--- config.mk ---
export PLATFORM = sky130hd
export DESIGN_NAME = sdram_wb_arb
export DESIGN_NICKNAME = d
export VERILOG_FILES = /design/src/rtl/sdram_pkg.sv /design/src/rtl/sdram_wb_wdog.sv /design/src/rtl/sdram_wb_arb.sv
export SDC_FILE = /design/constraint.sdc
export NUM_CORES = 1
export LEC_CHECK = 0
export ABC_AREA = 1
export CAP_MARGIN = 20
export CORE_ASPECT_RATIO = 1.2
export CORE_UTILIZATION = 33
export DETAILED_ROUTE_END_ITERATION = 10
export GPL_TIMING_DRIVEN = 0
export HOLD_SLACK_MARGIN = 0.1
export MAX_ROUTING_LAYER = met4
export PLACE_DENSITY = 0.89
export SYNTH_ARGS = -nofsm -noshare
export SYNTH_HDL_FRONTEND = slang
export SYNTH_SLANG_ARGS = --single-unit
export TNS_END_PERCENT = 50
--- constraint.sdc ---
create_clock -name clk -period 3.3 [get_ports clk]
set_input_delay 0.33 -clock clk [delete_from_list [all_inputs] [get_ports clk]]
set_output_delay 0.33 -clock clk [all_outputs]
set_load 0.02 [all_outputs]
--- src/rtl/sdram_pkg.sv ---
// ============================================================================
// Module : sdram_pkg
// Purpose: Shared definitions for the SDRAM Wishbone path. Holds the
//          arbiter state encoding and the Wishbone address/data widths,
//          which are also used by the SDRAM Wishbone adapter.
// Ports  : none (package)
// Rev    : 1.0  initial release
// ============================================================================
`default_nettype none

package sdram_pkg;

  localparam int c_WB_ADDR_W = 32;
  localparam int c_WB_DATA_W = 16;

  typedef enum logic [1:0] {
    ARB_IDLE = 2'd0,
    ARB_OWN0 = 2'd1,
    ARB_OWN1 = 2'd2
  } arb_state_e;

endpackage : sdram_pkg

`default_nettype wire

--- src/rtl/sdram_wb_wdog.sv ---
// ============================================================================
// Module : sdram_wb_wdog
// Purpose: Bus watchdog. Counts cycles a strobe waits without an ack and
//          raises a one-cycle timeout once the wait reaches TIMEOUT.
// Ports  : clk     - clock, rising edge
//          reset   - asynchronous reset, active low
//          strobe  - owner's strobe, before any timeout gating
//          ack     - slave ack
//          timeout - combinational timeout pulse
// Rev    : 1.0  initial release
// ============================================================================
`default_nettype none

module sdram_wb_wdog #(
  parameter int TIMEOUT = 1023
) (
  input  logic clk,
  input  logic reset,
  input  logic strobe,
  input  logic ack,
  output logic timeout
);

  localparam logic [15:0] c_LIMIT = 16'(TIMEOUT);

  logic [15:0] wd_cnt_q;
  logic [15:0] wd_cnt_d;

  // Saturating counter: once at the limit it holds, so it can never wrap.
  always_comb begin
    wd_cnt_d = wd_cnt_q;
    if (!strobe || ack) begin
      wd_cnt_d = '0;
    end else if (wd_cnt_q != c_LIMIT) begin
      wd_cnt_d = wd_cnt_q + 16'd1;
    end
  end

  always_ff @(posedge clk or negedge reset) begin
    if (!reset) begin
      wd_cnt_q <= '0;
    end else begin
      wd_cnt_q <= wd_cnt_d;
    end
  end

  // An ack arriving in the limit cycle wins over the timeout.
  assign timeout = strobe & ~ack & (wd_cnt_q == c_LIMIT);

endmodule : sdram_wb_wdog

`default_nettype wire

--- src/rtl/sdram_wb_arb.sv ---
// ============================================================================
// Module : sdram_wb_arb
// Purpose: Two-master Wishbone arbiter in front of the SDRAM data port.
//          M0 = control master, M1 = streaming master. Round-robin or
//          fixed-priority grant, bus locked for a whole Wishbone cycle,
//          watchdog terminates stalled transfers with an error.
// Ports  : clk, reset (async, active low)
//          m0_* / m1_*  - master-side Wishbone ports
//          s_*          - slave-side Wishbone port
//          grant        - one-hot owner (01 = M0, 10 = M1, 00 = idle)
// Rev    : 1.0  initial release
// ============================================================================
`default_nettype none

module sdram_wb_arb
  import sdram_pkg::*;
#(
  parameter bit PRIO_FIXED = 1'b0,
  parameter int TIMEOUT    = 1023
) (
  input  logic                   clk,
  input  logic                   reset,
  input  logic [c_WB_ADDR_W-1:0] m0_address,
  input  logic [c_WB_DATA_W-1:0] m0_writedata,
  output logic [c_WB_DATA_W-1:0] m0_readdata,
  input  logic                   m0_strobe,
  input  logic                   m0_cycle,
  input  logic                   m0_write,
  output logic                   m0_ack,
  output logic                   m0_err,
  input  logic [c_WB_ADDR_W-1:0] m1_address,
  input  logic [c_WB_DATA_W-1:0] m1_writedata,
  output logic [c_WB_DATA_W-1:0] m1_readdata,
  input  logic                   m1_strobe,
  input  logic                   m1_cycle,
  input  logic                   m1_write,
  output logic                   m1_ack,
  output logic                   m1_err,
  output logic [c_WB_ADDR_W-1:0] s_address,
  output logic [c_WB_DATA_W-1:0] s_writedata,
  input  logic [c_WB_DATA_W-1:0] s_readdata,
  output logic                   s_strobe,
  output logic                   s_cycle,
  output logic                   s_write,
  input  logic                   s_ack,
  output logic [1:0]             grant
);

  arb_state_e state_q, state_d;
  logic       last_owner_q, last_owner_d;  // 0 = M0, 1 = M1
  logic       w_own_stb;
  logic       w_timeout;

  // Owner's raw strobe feeds the watchdog; the timeout gating of s_strobe
  // happens downstream so there is no combinational loop.
  assign w_own_stb = (state_q == ARB_OWN0) ? m0_strobe :
                     (state_q == ARB_OWN1) ? m1_strobe : 1'b0;

  sdram_wb_wdog #(
    .TIMEOUT (TIMEOUT)
  ) u_wdog (
    .clk     (clk),
    .reset   (reset),
    .strobe  (w_own_stb),
    .ack     (s_ack),
    .timeout (w_timeout)
  );

  always_ff @(posedge clk or negedge reset) begin
    if (!reset) begin
      state_q      <= ARB_IDLE;
      last_owner_q <= 1'b1;
    end else begin
      state_q      <= state_d;
      last_owner_q <= last_owner_d;
    end
  end

  assign grant = {state_q == ARB_OWN1, state_q == ARB_OWN0};

  always_comb begin
    state_d      = state_q;
    last_owner_d = last_owner_q;
    s_address    = '0;
    s_writedata  = '0;
    s_strobe     = 1'b0;
    s_cycle      = 1'b0;
    s_write      = 1'b0;
    m0_readdata  = '0;
    m1_readdata  = '0;
    m0_ack       = 1'b0;
    m1_ack       = 1'b0;
    m0_err       = 1'b0;
    m1_err       = 1'b0;

    case (state_q)
      ARB_IDLE: begin
        // Slave acks seen here belong to nobody and are dropped.
        if (m0_cycle && m1_cycle) begin
          if (PRIO_FIXED || last_owner_q) begin
            state_d = ARB_OWN0;
          end else begin
            state_d = ARB_OWN1;
          end
        end else if (m0_cycle) begin
          state_d = ARB_OWN0;
        end else if (m1_cycle) begin
          state_d = ARB_OWN1;
        end
      end

      ARB_OWN0: begin
        s_address   = m0_address;
        s_writedata = m0_writedata;
        s_write     = m0_write;
        s_cycle     = m0_cycle & ~w_timeout;
        s_strobe    = m0_strobe & ~w_timeout;
        m0_readdata = s_readdata;
        m0_ack      = s_ack & m0_strobe & ~w_timeout;
        m0_err      = w_timeout;
        if (w_timeout || !m0_cycle) begin
          state_d      = ARB_IDLE;
          last_owner_d = 1'b0;
        end
      end

      ARB_OWN1: begin
        s_address   = m1_address;
        s_writedata = m1_writedata;
        s_write     = m1_write;
        s_cycle     = m1_cycle & ~w_timeout;
        s_strobe    = m1_strobe & ~w_timeout;
        m1_readdata = s_readdata;
        m1_ack      = s_ack & m1_strobe & ~w_timeout;
        m1_err      = w_timeout;
        if (w_timeout || !m1_cycle) begin
          state_d      = ARB_IDLE;
          last_owner_d = 1'b1;
        end
      end

      default: begin
        state_d = ARB_IDLE;
      end
    endcase
  end

endmodule : sdram_wb_arb

`default_nettype wire

==> results of run 1 <==
[final cells by class]
| class | instances | area [sq um] |
|---|---|---|
| repair buffers | 209 | 2092 |
| fillers | 515 | 1775 |
| multi-input cells | 284 | 1359 |
| flip-flops and latches | 19 | 476.7 |
| inverters | 49 | 183.9 |
| well taps | 82 | 102.6 |
| plain buffers | 21 | 92.59 |
| clock buffers | 3 | 41.29 |
| clock inverters | 1 | 5.005 |
[state kept, by name, indices dropped and copies added, names as in the netlist]
signal	cells
u_wdog.wd_cnt_q	16
state_q	2
last_owner_q	1
[logic make-up (layout without fill, tap and decap cells)]
family          count (synthesis)  after routing
simple gates                  205            205
buf+inv                        71            283
compound gates                 67             67
flops                          19             19
xor+xnor                        8              8
fa+ha+maj                       4              4
[worst max-delay path, cell delays in order, from the launching register on]
cell,delay (ns)
sky130_fd_sc_hd__dfrtp_1,0.41
sky130_fd_sc_hd__inv_1,0.09
sky130_fd_sc_hd__ha_1,0.16
sky130_fd_sc_hd__buf_2,0.22
sky130_fd_sc_hd__buf_2,0.39
sky130_fd_sc_hd__buf_1,0.39
sky130_fd_sc_hd__nand2_1,0.09
sky130_fd_sc_hd__inv_1,0.08
sky130_fd_sc_hd__clkdlybuf4s50_1,0.63
[final timing paths]
| path | depth (start not counted) | endpoint | start | slack [ns] |
|---|---|---|---|---|
| worst min-delay path | 2 | last_owner_q | last_owner_q | 0.47 |
| max in group asynchronous | 1 | u_wdog.wd_cnt_q[14] | reset | 2.24 |
| min in group asynchronous | 1 | u_wdog.wd_cnt_q[7] | reset | 0.55 |
| worst max-delay path | 8 | m1_readdata[11] | state_q[0] | 0.26 |
| worst min register to register | 2 | last_owner_q | last_owner_q | 0.47 |
| worst max register to register | 10 | state_q[0] | state_q[0] | 1.33 |
[cell usage after synthesis, types with 3 or more instances]
library cell	n	area [sq um]
sky130_fd_sc_hd__nand3_2	3	30.03
sky130_fd_sc_hd__xor2_1	4	35.03
sky130_fd_sc_hd__ha_1	4	50.05
sky130_fd_sc_hd__nor2_1	18	67.56
sky130_fd_sc_hd__o21ai_0	6	30.03
sky130_fd_sc_hd__xnor2_1	4	35.03
sky130_fd_sc_hd__nand4_1	6	37.54
sky130_fd_sc_hd__nand2_1	159	596.8
sky130_fd_sc_hd__a21oi_1	56	280.3
sky130_fd_sc_hd__clkbuf_1	15	56.30
sky130_fd_sc_hd__inv_1	46	172.7
sky130_fd_sc_hd__dfrtp_1	18	450.4
sky130_fd_sc_hd__nand3_1	7	35.03
sky130_fd_sc_hd__buf_4	3	22.52
[routing by layer]
layer	GRT usage, %	vias up	part of all wire, %
met1	31.78	1442	37
met3	8.744	18	12
met4	7.233	0	2.2
li1	-	1588	-
met5	-	-	0
met2	49.77	163	49
[power breakdown]
part,switching [mW],internal [mW],total (mW)
registers,0.0157,0.258,0.273
logic,1.37,0.936,2.30
clock network,0.0785,0.0839,0.162
total,1.46,1.28,2.74
==> results.sh, run 1 <==
export IMPL_worst_hold_slack_ns=0.4738
export IMPL_cts_clk_slew_worst_paths_ns=0.07
export IMPL_ios=210
export IMPL_post_cts_buffers=0
export IMPL_groute_usage_overall_pct=28.94
export IMPL_synthesis_yosys_warnings=0
export IMPL_n_antenna_cell=0
export IMPL_die_w_um=75.10
export IMPL_core_area_sq_mm=0.006128
export IMPL_final_nets=712
export IMPL_grt_first_pass_wirelength_um=14620
export IMPL_layout_core_utilization_pct=71.03
export IMPL_setup_viol=0
export IMPL_final_cell_mix="209 x sky130_fd_sc_hd__clkdlybuf4s50_1, 159 x sky130_fd_sc_hd__nand2_1, 56 x sky130_fd_sc_hd__a21oi_1, 46 x sky130_fd_sc_hd__inv_1"
export IMPL_min_path_type="reg -> reg"
export IMPL_critPathRequiredTime_ns=2.97
export IMPL_dominantRegCellSynth="sky130_fd_sc_hd__dfrtp_1"
export IMPL_synth_area_sq_mm=0.002116
export IMPL_std_cell_rows=31
export IMPL_cp_end_kind="output pin"
export IMPL_timing_final_ws_setup_ns=0.2600
export IMPL_synthXorXnorAreaFrac_pct=3.312
export IMPL_detail_route_vias_per_cell=4.807
export IMPL_finalWirelength_um=9821
export IMPL_placed_standard_cell_area_sq_mm=0.004310
export IMPL_max_cap_violations=0
export IMPL_cp_data_arrival_time_ns=2.71
export IMPL_dp_worst_setup_slack_ns=0.4128
export IMPL_final_hpwl_from_detailed_placement_um=8076
export IMPL_maxClockFrequency_ghz=0.3289
export IMPL_cts_inserted_buffers=3
export IMPL_final_layout_setup_total_negative_slack_ns=0
export IMPL_static_leakage_power_nw=1.897
export IMPL_final_instance_count_excl_fill=668
export IMPL_post_cts_resized=0
export IMPL_synth_nets=499
export IMPL_grt_max_degree=20
export IMPL_synth_area_in_simple_gates_pct=41.81
export IMPL_hold_viol_final=0
export IMPL_place_gp_congestion=0.8751
export IMPL_period_share_pct=92.12
export IMPL_synth_edff_count=0
export IMPL_largest_family_of_logic_cells_by_synthesized_area="simple AND/OR/NAND/NOR gates"
export IMPL_grt_ovfl_total=0
export IMPL_clock_path_buffers=2
export IMPL_number_of_global_route_vias_before_repair=3101
export IMPL_synth_compound_area_share_pct=16.74
export IMPL_wirelength_per_cell_um=14.70
export IMPL_stdcell_area_sq_mm=0.004353
export IMPL_antenna_left=0
export IMPL_port_buffers=209
export IMPL_number_of_instances_in_the_synthesized_netlist=374
export IMPL_initial_utilization_pct=34.52
export IMPL_synthArstFlopShare_pct=100.0
export IMPL_vdd_drop_max_v=0.0004470
export IMPL_flop_and_latch_count_out_of_synthesis=19
export IMPL_yosys_mux_area_fraction_pct=0
export IMPL_final_common_cell="sky130_fd_sc_hd__clkdlybuf4s50_1"
export IMPL_grt_antenna_before_repair=0
export IMPL_clockRootBuffer="sky130_fd_sc_hd__clkbuf_8"
export IMPL_timing_final_crit_period_ns=3.040
export IMPL_layout_area_overhead_vs_synth_pct=105.7
export IMPL_die_h_um=89.72
export IMPL_cts_hold_fix_buffers=0
export IMPL_drtPass1Iterations=4
export IMPL_total_power_mw=2.740
export IMPL_ctsHtreeMaxLevel=1
export IMPL_detail_route_drc_violations=0
export IMPL_via_count=3211
export IMPL_placed_cells=665
export IMPL_critical_path_startpoint_type="flip-flop"
export IMPL_final_setup_skew_ns=0.003499
export IMPL_cts_sinks=19
export IMPL_tightestPinTransition_ns=0.8332
export IMPL_first_iter_violations=89
export IMPL_final_max_slew_violation_count=0
export IMPL_clock_latency_late_sink_ns=0.26
export IMPL_crit_type="reg -> out"
export IMPL_power_density_cell_area_mw_per_mm2=629.4
export IMPL_rsz0062_at_grt="no"
export IMPL_avgSynthCellArea_sq_um=5.657
export IMPL_synth_yosys_seq_area_share_pct=22.53
export IMPL_yosys_cell_types_count=32
export IMPL_floorplan_die_area_sq_mm=0.006737
export IMPL_fraction_of_layout_cells_with_a_size_suffix_above_1_pct=4.437
export IMPL_share_of_synthesized_cell_area_in_full_adder_half_adder_and_majority_cells_pct=2.365
export IMPL_clock_tree_from_tritoncts="done"
export IMPL_crit_path_max_fanout=19
export IMPL_worst_slew_margin_rel_pct=44.28
export IMPL_outcome="finished clean"
Power figures use the tool's default switching activity.
==> run 2: changes to the inputs <==
--- a/config.mk
+++ b/config.mk
@@ -7,7 +7,6 @@
 export LEC_CHECK = 0
 export ABC_AREA = 1
 export CAP_MARGIN = 20
-export CORE_ASPECT_RATIO = 1.2
 export CORE_UTILIZATION = 33
 export DETAILED_ROUTE_END_ITERATION = 10
 export GPL_TIMING_DRIVEN = 0
==> run 2 against run 1 <==
Clock power about the same; hold slack got worse by 0.0093 ns; sequential power about the same; sequential share of layout area about the same; fmax decreased by 1.8%; combinational power about the same; routed wire length decreased by 1.8%; clock-buffer cell count increased by 1; register-to-register slack got worse by 0.02 ns; die area about the same; final cell count decreased by 0.90%; setup slack got worse by 0.056 ns.
==> results.sh, run 2 (same netlist as run 1, synthesis figures left out) <==
export IMPL_outcome="finished clean"
export IMPL_vdd_drop_max_v=0.0003853
export IMPL_netSwitchingPower_mw=1.442
export IMPL_die_h_um=82.07
export IMPL_initial_utilization_pct=34.91
export IMPL_place_gp_congestion=0.9391
export IMPL_die_w_um=82.07
export IMPL_cts_inserted_buffers=3
export IMPL_clock_tree_from_tritoncts="done"
export IMPL_top_register="u_wdog.wd_cnt_q"
export IMPL_wirelength_per_cell_um=14.57
export IMPL_critPathRequiredTime_ns=2.97
export IMPL_clock_latency_late_sink_ns=0.25
export IMPL_final_cell_mix="209 x sky130_fd_sc_hd__clkdlybuf4s50_1, 159 x sky130_fd_sc_hd__nand2_1, 56 x sky130_fd_sc_hd__a21oi_1, 46 x sky130_fd_sc_hd__inv_1"
export IMPL_number_of_global_route_vias_before_repair=2942
export IMPL_grt_antenna_before_repair=0
export IMPL_fillerInstances=520
export IMPL_min_path_type="reg -> reg"
export IMPL_power_switching_share_pct=52.94
export IMPL_final_nets=713
export IMPL_hold_viol_final=0
export IMPL_final_instance_count_excl_fill=662
export IMPL_ctsHtreeMaxLevel=1
export IMPL_cts_sinks=19
export IMPL_antenna_left=0
export IMPL_final_common_cell="sky130_fd_sc_hd__clkdlybuf4s50_1"
export IMPL_groute_usage_overall_pct=28.14
export IMPL_grt_ovfl_total=0
export IMPL_final_layout_setup_total_negative_slack_ns=0
export IMPL_detail_route_drc_violations=0
export IMPL_finalWirelength_um=9647
export IMPL_critical_path_startpoint_type="flip-flop"
export IMPL_clockRootBuffer="sky130_fd_sc_hd__clkbuf_8"
export IMPL_seq_power_share_pct=10.1
export IMPL_grt_first_pass_wirelength_um=13900
export IMPL_worst_slew_margin_rel_pct=44.37
export IMPL_core_area_sq_mm=0.006061
export IMPL_drtPass1Iterations=5
export IMPL_setup_viol=0
export IMPL_comb_power_share_pct=84.0
export IMPL_tightestPinTransition_ns=0.8319
export IMPL_final_setup_skew_ns=0.002710
export IMPL_post_cts_resized=0
export IMPL_clock_path_buffers=2
export IMPL_ios=210
export IMPL_std_cell_rows=28
export IMPL_final_hpwl_from_detailed_placement_um=8012
export IMPL_max_cap_violations=0
export IMPL_fraction_of_layout_cells_with_a_size_suffix_above_1_pct=4.259
export IMPL_placed_cells=658
export IMPL_reg_largest_list="u_wdog.wd_cnt_q x16, state_q x2, last_owner_q x1"
export IMPL_static_leakage_power_nw=1.895
export IMPL_detail_route_vias_per_cell=4.778
export IMPL_cts_clk_slew_worst_paths_ns=0.07
export IMPL_floorplan_die_area_sq_mm=0.006735
export IMPL_port_buffers=209
export IMPL_post_cts_buffers=0
export IMPL_crit_path_max_fanout=10
export IMPL_grt_max_degree=20
export IMPL_clock_power_share_pct=5.9
export IMPL_cp_end_kind="output pin"
export IMPL_crit_type="reg -> out"
export IMPL_final_max_slew_violation_count=0
export IMPL_first_iter_violations=125
export IMPL_period_share_pct=93.83
export IMPL_cp_data_arrival_time_ns=2.77
export IMPL_power_density_cell_area_mw_per_mm2=626.6
export IMPL_cts_hold_fix_buffers=0
export IMPL_layout_area_overhead_vs_synth_pct=105.4
export IMPL_timing_final_crit_period_ns=3.096
export IMPL_rsz0062_at_grt="no"
export IMPL_via_count=3163
export IMPL_n_antenna_cell=0
export IMPL_maxClockFrequency_ghz=0.3230
export IMPL_total_power_mw=2.724
export IMPL_internal_power_mw=1.282
export IMPL_number_of_flip_flops_under_the_largest_register_name=16
run 2: changes by cell type in the layout (fill, tap and decap cells not counted):
cell,change
sky130_fd_sc_hd__buf_1,+1
sky130_fd_sc_hd__clkinv_2,-1
sky130_fd_sc_hd__clkbuf_1,+1
run 2: power groups by stage:
stage,clock network [mW],logic [mW],registers (mW)
after detailed placement,0,2.29,0.278
after global routing,0.176,2.50,0.277
after global placement,0,2.25,0.277
after floorplan,0,1.22,0.273
final,0.160,2.29,0.274
after CTS,0.162,2.30,0.274
run 2: layer usage:
layer	routed length [um]	up-vias	share of wire [%]	global-route usage, %
met2	4703	154	49	48.43
met3	969	28	10	8.222
met1	3648	1394	38	30.42
met5	0	-	0	-
li1	-	1587	-	-
met4	325	0	3.4	10.53
run 2: worst paths after layout:
kind	from	end	depth (start not counted)	slack, ns
max	state_q[0]	s_writedata[15]	8	0.20
min	last_owner_q	last_owner_q	2	0.46
max reg2reg	state_q[0]	state_q[0]	10	1.31
min reg2reg	last_owner_q	last_owner_q	2	0.46
max in group asynchronous	reset	u_wdog.wd_cnt_q[1]	1	2.23
min in group asynchronous	reset	u_wdog.wd_cnt_q[10]	1	0.55
run 2: layout make-up:
class	count	area [sq um]	area share [%]
clock buffers	4	45.04	1.036
flip-flops and latches	19	476.7	10.97
multi-input cells	284	1359	31.26
well taps	75	93.84	2.159
plain buffers	22	96.34	2.216
inverters	49	183.9	4.231
repair buffers	209	2092	48.13
run 2: stage by stage:
| stage | instance area, sq um | util, % | setup slack (ns) | hold slack, ns |
|---|---|---|---|---|
| 3_5_place_dp | 4302 | 70.97 | 0.4979 | 0.4561 |
| 2_1_floorplan | 2116 | - | 1.152 | 0.03441 |
| 4_1_cts | 4347 | 71.72 | 0.2028 | 0.4667 |
| 5_1_grt | 4347 | 71.72 | 0.01320 | 0.5074 |
| 3_3_place_gp | 4302 | 70.97 | 0.5215 | 0.4484 |
| 6_report | 4347 | 71.72 | 0.2036 | 0.4645 |
run 2: critical path, stage by stage (launching register included):
cell	delay, ns
sky130_fd_sc_hd__dfrtp_1	0.41
sky130_fd_sc_hd__inv_1	0.09
sky130_fd_sc_hd__ha_1	0.16
sky130_fd_sc_hd__buf_2	0.22
sky130_fd_sc_hd__buf_2	0.29
sky130_fd_sc_hd__buf_1	0.38
sky130_fd_sc_hd__nand2_1	0.10
sky130_fd_sc_hd__a21oi_1	0.17
sky130_fd_sc_hd__clkdlybuf4s50_1	0.68
==> run 3: changes to the inputs <==
--- a/config.mk
+++ b/config.mk
@@ -5,14 +5,16 @@
 export SDC_FILE = /design/constraint.sdc
 export NUM_CORES = 1
 export LEC_CHECK = 0
-export ABC_AREA = 1
+export ABC_AREA = 0
 export CAP_MARGIN = 20
-export CORE_UTILIZATION = 33
+export CORE_ASPECT_RATIO = 1.5
+export CORE_UTILIZATION = 30
 export DETAILED_ROUTE_END_ITERATION = 10
 export GPL_TIMING_DRIVEN = 0
 export HOLD_SLACK_MARGIN = 0.1
 export MAX_ROUTING_LAYER = met4
-export PLACE_DENSITY = 0.89
+export PLACE_DENSITY = 0.82
+export SLEW_MARGIN = 30
 export SYNTH_ARGS = -nofsm -noshare
 export SYNTH_HDL_FRONTEND = slang
 export SYNTH_SLANG_ARGS = --single-unit
==> constraint.sdc (replaced) <==
create_clock -name clk -period 3.2 [get_ports clk]
set_input_delay 0.32 -clock clk [delete_from_list [all_inputs] [get_ports clk]]
set_output_delay 0.32 -clock clk [all_outputs]
set_load 0.02 [all_outputs]
==> run 3 against run 2 <==
Die area grew 8.5%; cell area about the same; core utilization is 6.1 points lower; setup slack got worse by 0.047 ns.
==> results.sh, run 3 <==
export IMPL_synth_yosys_seq_area_share_pct=22.83
export IMPL_place_gp_congestion=0.9283
export IMPL_number_of_global_route_vias_before_repair=2914
export IMPL_clockRootBuffer="sky130_fd_sc_hd__clkbuf_8"
export IMPL_avgSynthCellArea_sq_um=7.677
export IMPL_netlist_top_cells_area="sky130_fd_sc_hd__dfrtp_1 22%, sky130_fd_sc_hd__a22oi_1 18%, sky130_fd_sc_hd__nor2b_1 15%"
export IMPL_synthesis_yosys_warnings=0
export IMPL_final_max_slew_violation_count=0
export IMPL_crit_path_max_fanout=10
export IMPL_floorplan_die_area_sq_mm=0.007305
export IMPL_post_cts_buffers=0
export IMPL_antenna_left=0
export IMPL_clock_path_buffers=2
export IMPL_groute_usage_overall_pct=25.79
export IMPL_share_of_synthesized_cell_area_in_full_adder_half_adder_and_majority_cells_pct=2.397
export IMPL_detail_route_vias_per_cell=5.073
export IMPL_max_cap_violations=0
export IMPL_ff2ff_setup_slack_ns=1.12
export IMPL_die_w_um=70.12
export IMPL_ys_top_cells_by_count="49 x sky130_fd_sc_hd__a22oi_1, 49 x sky130_fd_sc_hd__nor2b_1, 33 x sky130_fd_sc_hd__and2_1, 20 x sky130_fd_sc_hd__clkbuf_1, 18 x sky130_fd_sc_hd__dfrtp_1"
export IMPL_timing_critical_path_slowest_cell_delay_ns=0.65
export IMPL_cp_end_kind="output pin"
export IMPL_first_iter_violations=197
export IMPL_initial_utilization_pct=31.54
export IMPL_timing_final_ws_setup_ns=0.1569
export IMPL_crit_type="reg -> out"
export IMPL_synth_area_in_simple_gates_pct=39.72
export IMPL_n_antenna_cell=0
export IMPL_critPathRequiredTime_ns=2.88
export IMPL_final_cell_mix="207 x sky130_fd_sc_hd__clkdlybuf4s50_1, 49 x sky130_fd_sc_hd__a22oi_1, 49 x sky130_fd_sc_hd__nor2b_1, 33 x sky130_fd_sc_hd__and2_1, 18 x sky130_fd_sc_hd__dfrtp_1"
export IMPL_ios=210
export IMPL_via_count=2851
export IMPL_layout_core_utilization_pct=65.59
export IMPL_outcome="finished clean"
export IMPL_ctsHtreeMaxLevel=1
export IMPL_grt_antenna_before_repair=0
export IMPL_dp_worst_setup_slack_ns=0.1367
export IMPL_final_common_cell="sky130_fd_sc_hd__clkdlybuf4s50_1"
export IMPL_wirelength_per_cell_um=16.73
export IMPL_cts_inserted_buffers=3
export IMPL_synth_edff_count=0
export IMPL_std_cell_rows=36
export IMPL_cp_data_arrival_time_ns=2.72
export IMPL_number_of_instances_in_the_synthesized_netlist=272
export IMPL_rsz0062_at_grt="no"
export IMPL_synth_compound_area_share_pct=22.89
export IMPL_grt_first_pass_wirelength_um=14670
export IMPL_final_setup_skew_ns=0.005563
export IMPL_final_instance_count_excl_fill=562
export IMPL_yosys_cell_types_count=42
export IMPL_synth_nets=397
export IMPL_tightestPinTransition_ns=0.5304
export IMPL_maxClockFrequency_ghz=0.3286
export IMPL_synth_area_sq_mm=0.002088
export IMPL_synthXorXnorAreaFrac_pct=5.033
export IMPL_worst_slew_margin_rel_pct=64.37
export IMPL_finalWirelength_um=9405
export IMPL_yosys_mux_area_fraction_pct=1.019
export IMPL_timing_final_crit_period_ns=3.043
export IMPL_flop_and_latch_count_out_of_synthesis=19
export IMPL_cp_buffers_inverters=3
export IMPL_cts_sinks=19
export IMPL_synth_top_area_cell="sky130_fd_sc_hd__dfrtp_1"
export IMPL_drtPass1Iterations=4
export IMPL_fraction_of_layout_cells_with_a_size_suffix_above_1_pct=4.527
export IMPL_dominantRegCellSynth="sky130_fd_sc_hd__dfrtp_1"
export IMPL_clock_tree_from_tritoncts="done"
export IMPL_die_h_um=104.2
export IMPL_min_path_type="reg -> reg"
export IMPL_critical_path_startpoint_type="flip-flop"
export IMPL_synth_top_cell_area_share_pct=21.57
export IMPL_grt_max_degree=20
export IMPL_final_layout_setup_total_negative_slack_ns=0
export IMPL_grt_ovfl_total=0
export IMPL_port_buffers=209
export IMPL_placed_cells=557
export IMPL_vdd_drop_max_v=0.0003755
export IMPL_setup_viol=0
export IMPL_power_density_cell_area_mw_per_mm2=594.8
export IMPL_synthArstFlopShare_pct=100.0
export IMPL_reg_largest_list="u_wdog.wd_cnt_q x16, state_q x2, last_owner_q x1"
export IMPL_number_of_flip_flops_under_the_largest_register_name=16
export IMPL_cts_clk_slew_worst_paths_ns=0.08
export IMPL_top_register="u_wdog.wd_cnt_q"
export IMPL_largest_family_of_logic_cells_by_synthesized_area="simple AND/OR/NAND/NOR gates"
export IMPL_crit_slowest_cell="sky130_fd_sc_hd__clkdlybuf4s50_1"
export IMPL_static_leakage_power_nw=1.602
export IMPL_period_share_pct=95.10
export IMPL_detail_route_drc_violations=0
export IMPL_final_nets=612
export IMPL_hold_viol_final=0
export IMPL_clock_latency_late_sink_ns=0.26
export IMPL_sequence_of_cells_on_the_critical_path="ha_1, nand4_1, or4b_1, buf_2, buf_6, nor3_1, clkdlybuf4s50_1"
export IMPL_worst_path_dominant_cell_family="buffers and inverters"
export IMPL_layout_area_overhead_vs_synth_pct=108.0
export IMPL_final_hpwl_from_detailed_placement_um=8080
export IMPL_core_area_sq_mm=0.006621
## run 3: per-stage QoR
| step | hold WS, ns | cell area (sq um) | total power [mW] |
|---|---|---|---|
| 2_1_floorplan | 0.02441 | 2088 | 1.452 |
| 3_3_place_gp | 0.4516 | 4275 | 2.385 |
| 3_5_place_dp | 0.4593 | 4275 | 2.406 |
| 4_1_cts | 0.4743 | 4323 | 2.582 |
| 5_1_grt | 0.5068 | 4343 | 2.742 |
| 6_report | 0.4767 | 4343 | 2.583 |
## run 3: cell type report
type / instances / area [sq um]
sequential: 19 / 476.7
timing repair buffer: 210 / 2100
fill: 586 / 2278
tap: 76 / 95.09
buffer: 26 / 120.1
clock buffer: 3 / 41.29
multi-input combinational: 223 / 1490
inverter: 4 / 15.01
clock inverter: 1 / 5.005
## run 3: kinds of logic (layout without fill, tap and decap cells)
kind of cell	count (synthesis)	count (layout)
AO/OA/AOI/OAI	65	65
multiplexers	2	2
AND/OR/NAND/NOR	140	140
buffers and inverters	30	244
adder cells (fa/ha/maj)	4	4
flip-flops	19	19
XOR/XNOR	12	12
## run 3: final timing paths
check,from,end,cells past startpoint
max,u_wdog.wd_cnt_q[0],m1_err,7
min,last_owner_q,last_owner_q,2
max reg2reg,state_q[1],u_wdog.wd_cnt_q[4],8
min reg2reg,last_owner_q,last_owner_q,2
max in group asynchronous,reset,last_owner_q,2
min in group asynchronous,reset,u_wdog.wd_cnt_q[12],2
## run 3: what timing repair did
item / in CTS / in global routing
gates cloned: 0 / 0
hold buffers: 0 / 1
resized for setup: 1 / 10
endpoints found under the hold margin: 0 / 18
endpoints found under the setup margin: 2 / 26
## run 3: layer usage
metal  vias up  share of wire (%)  track usage [%]
li1       1383                  -                -
met5         -                  0                -
met1      1314                 38            30.93
met2       138                 51            45.40
met3        16                7.9            3.682
met4         0                2.3            5.286
## run 3: power by group
group	total, mW	switching [mW]	internal [mW]
sequential	0.280	0.0156	0.265
clock	0.179	0.0920	0.0869
combinational	2.12	1.10	1.03
## run 3: worst min-delay path, delay by kind of cell, from the launching register on
kind | cells | cell delay [ns]
DFF | 1 | 0.38
AOI/OAI and AO/OA | 1 | 0.05
buffers and inverters | 1 | 0.05
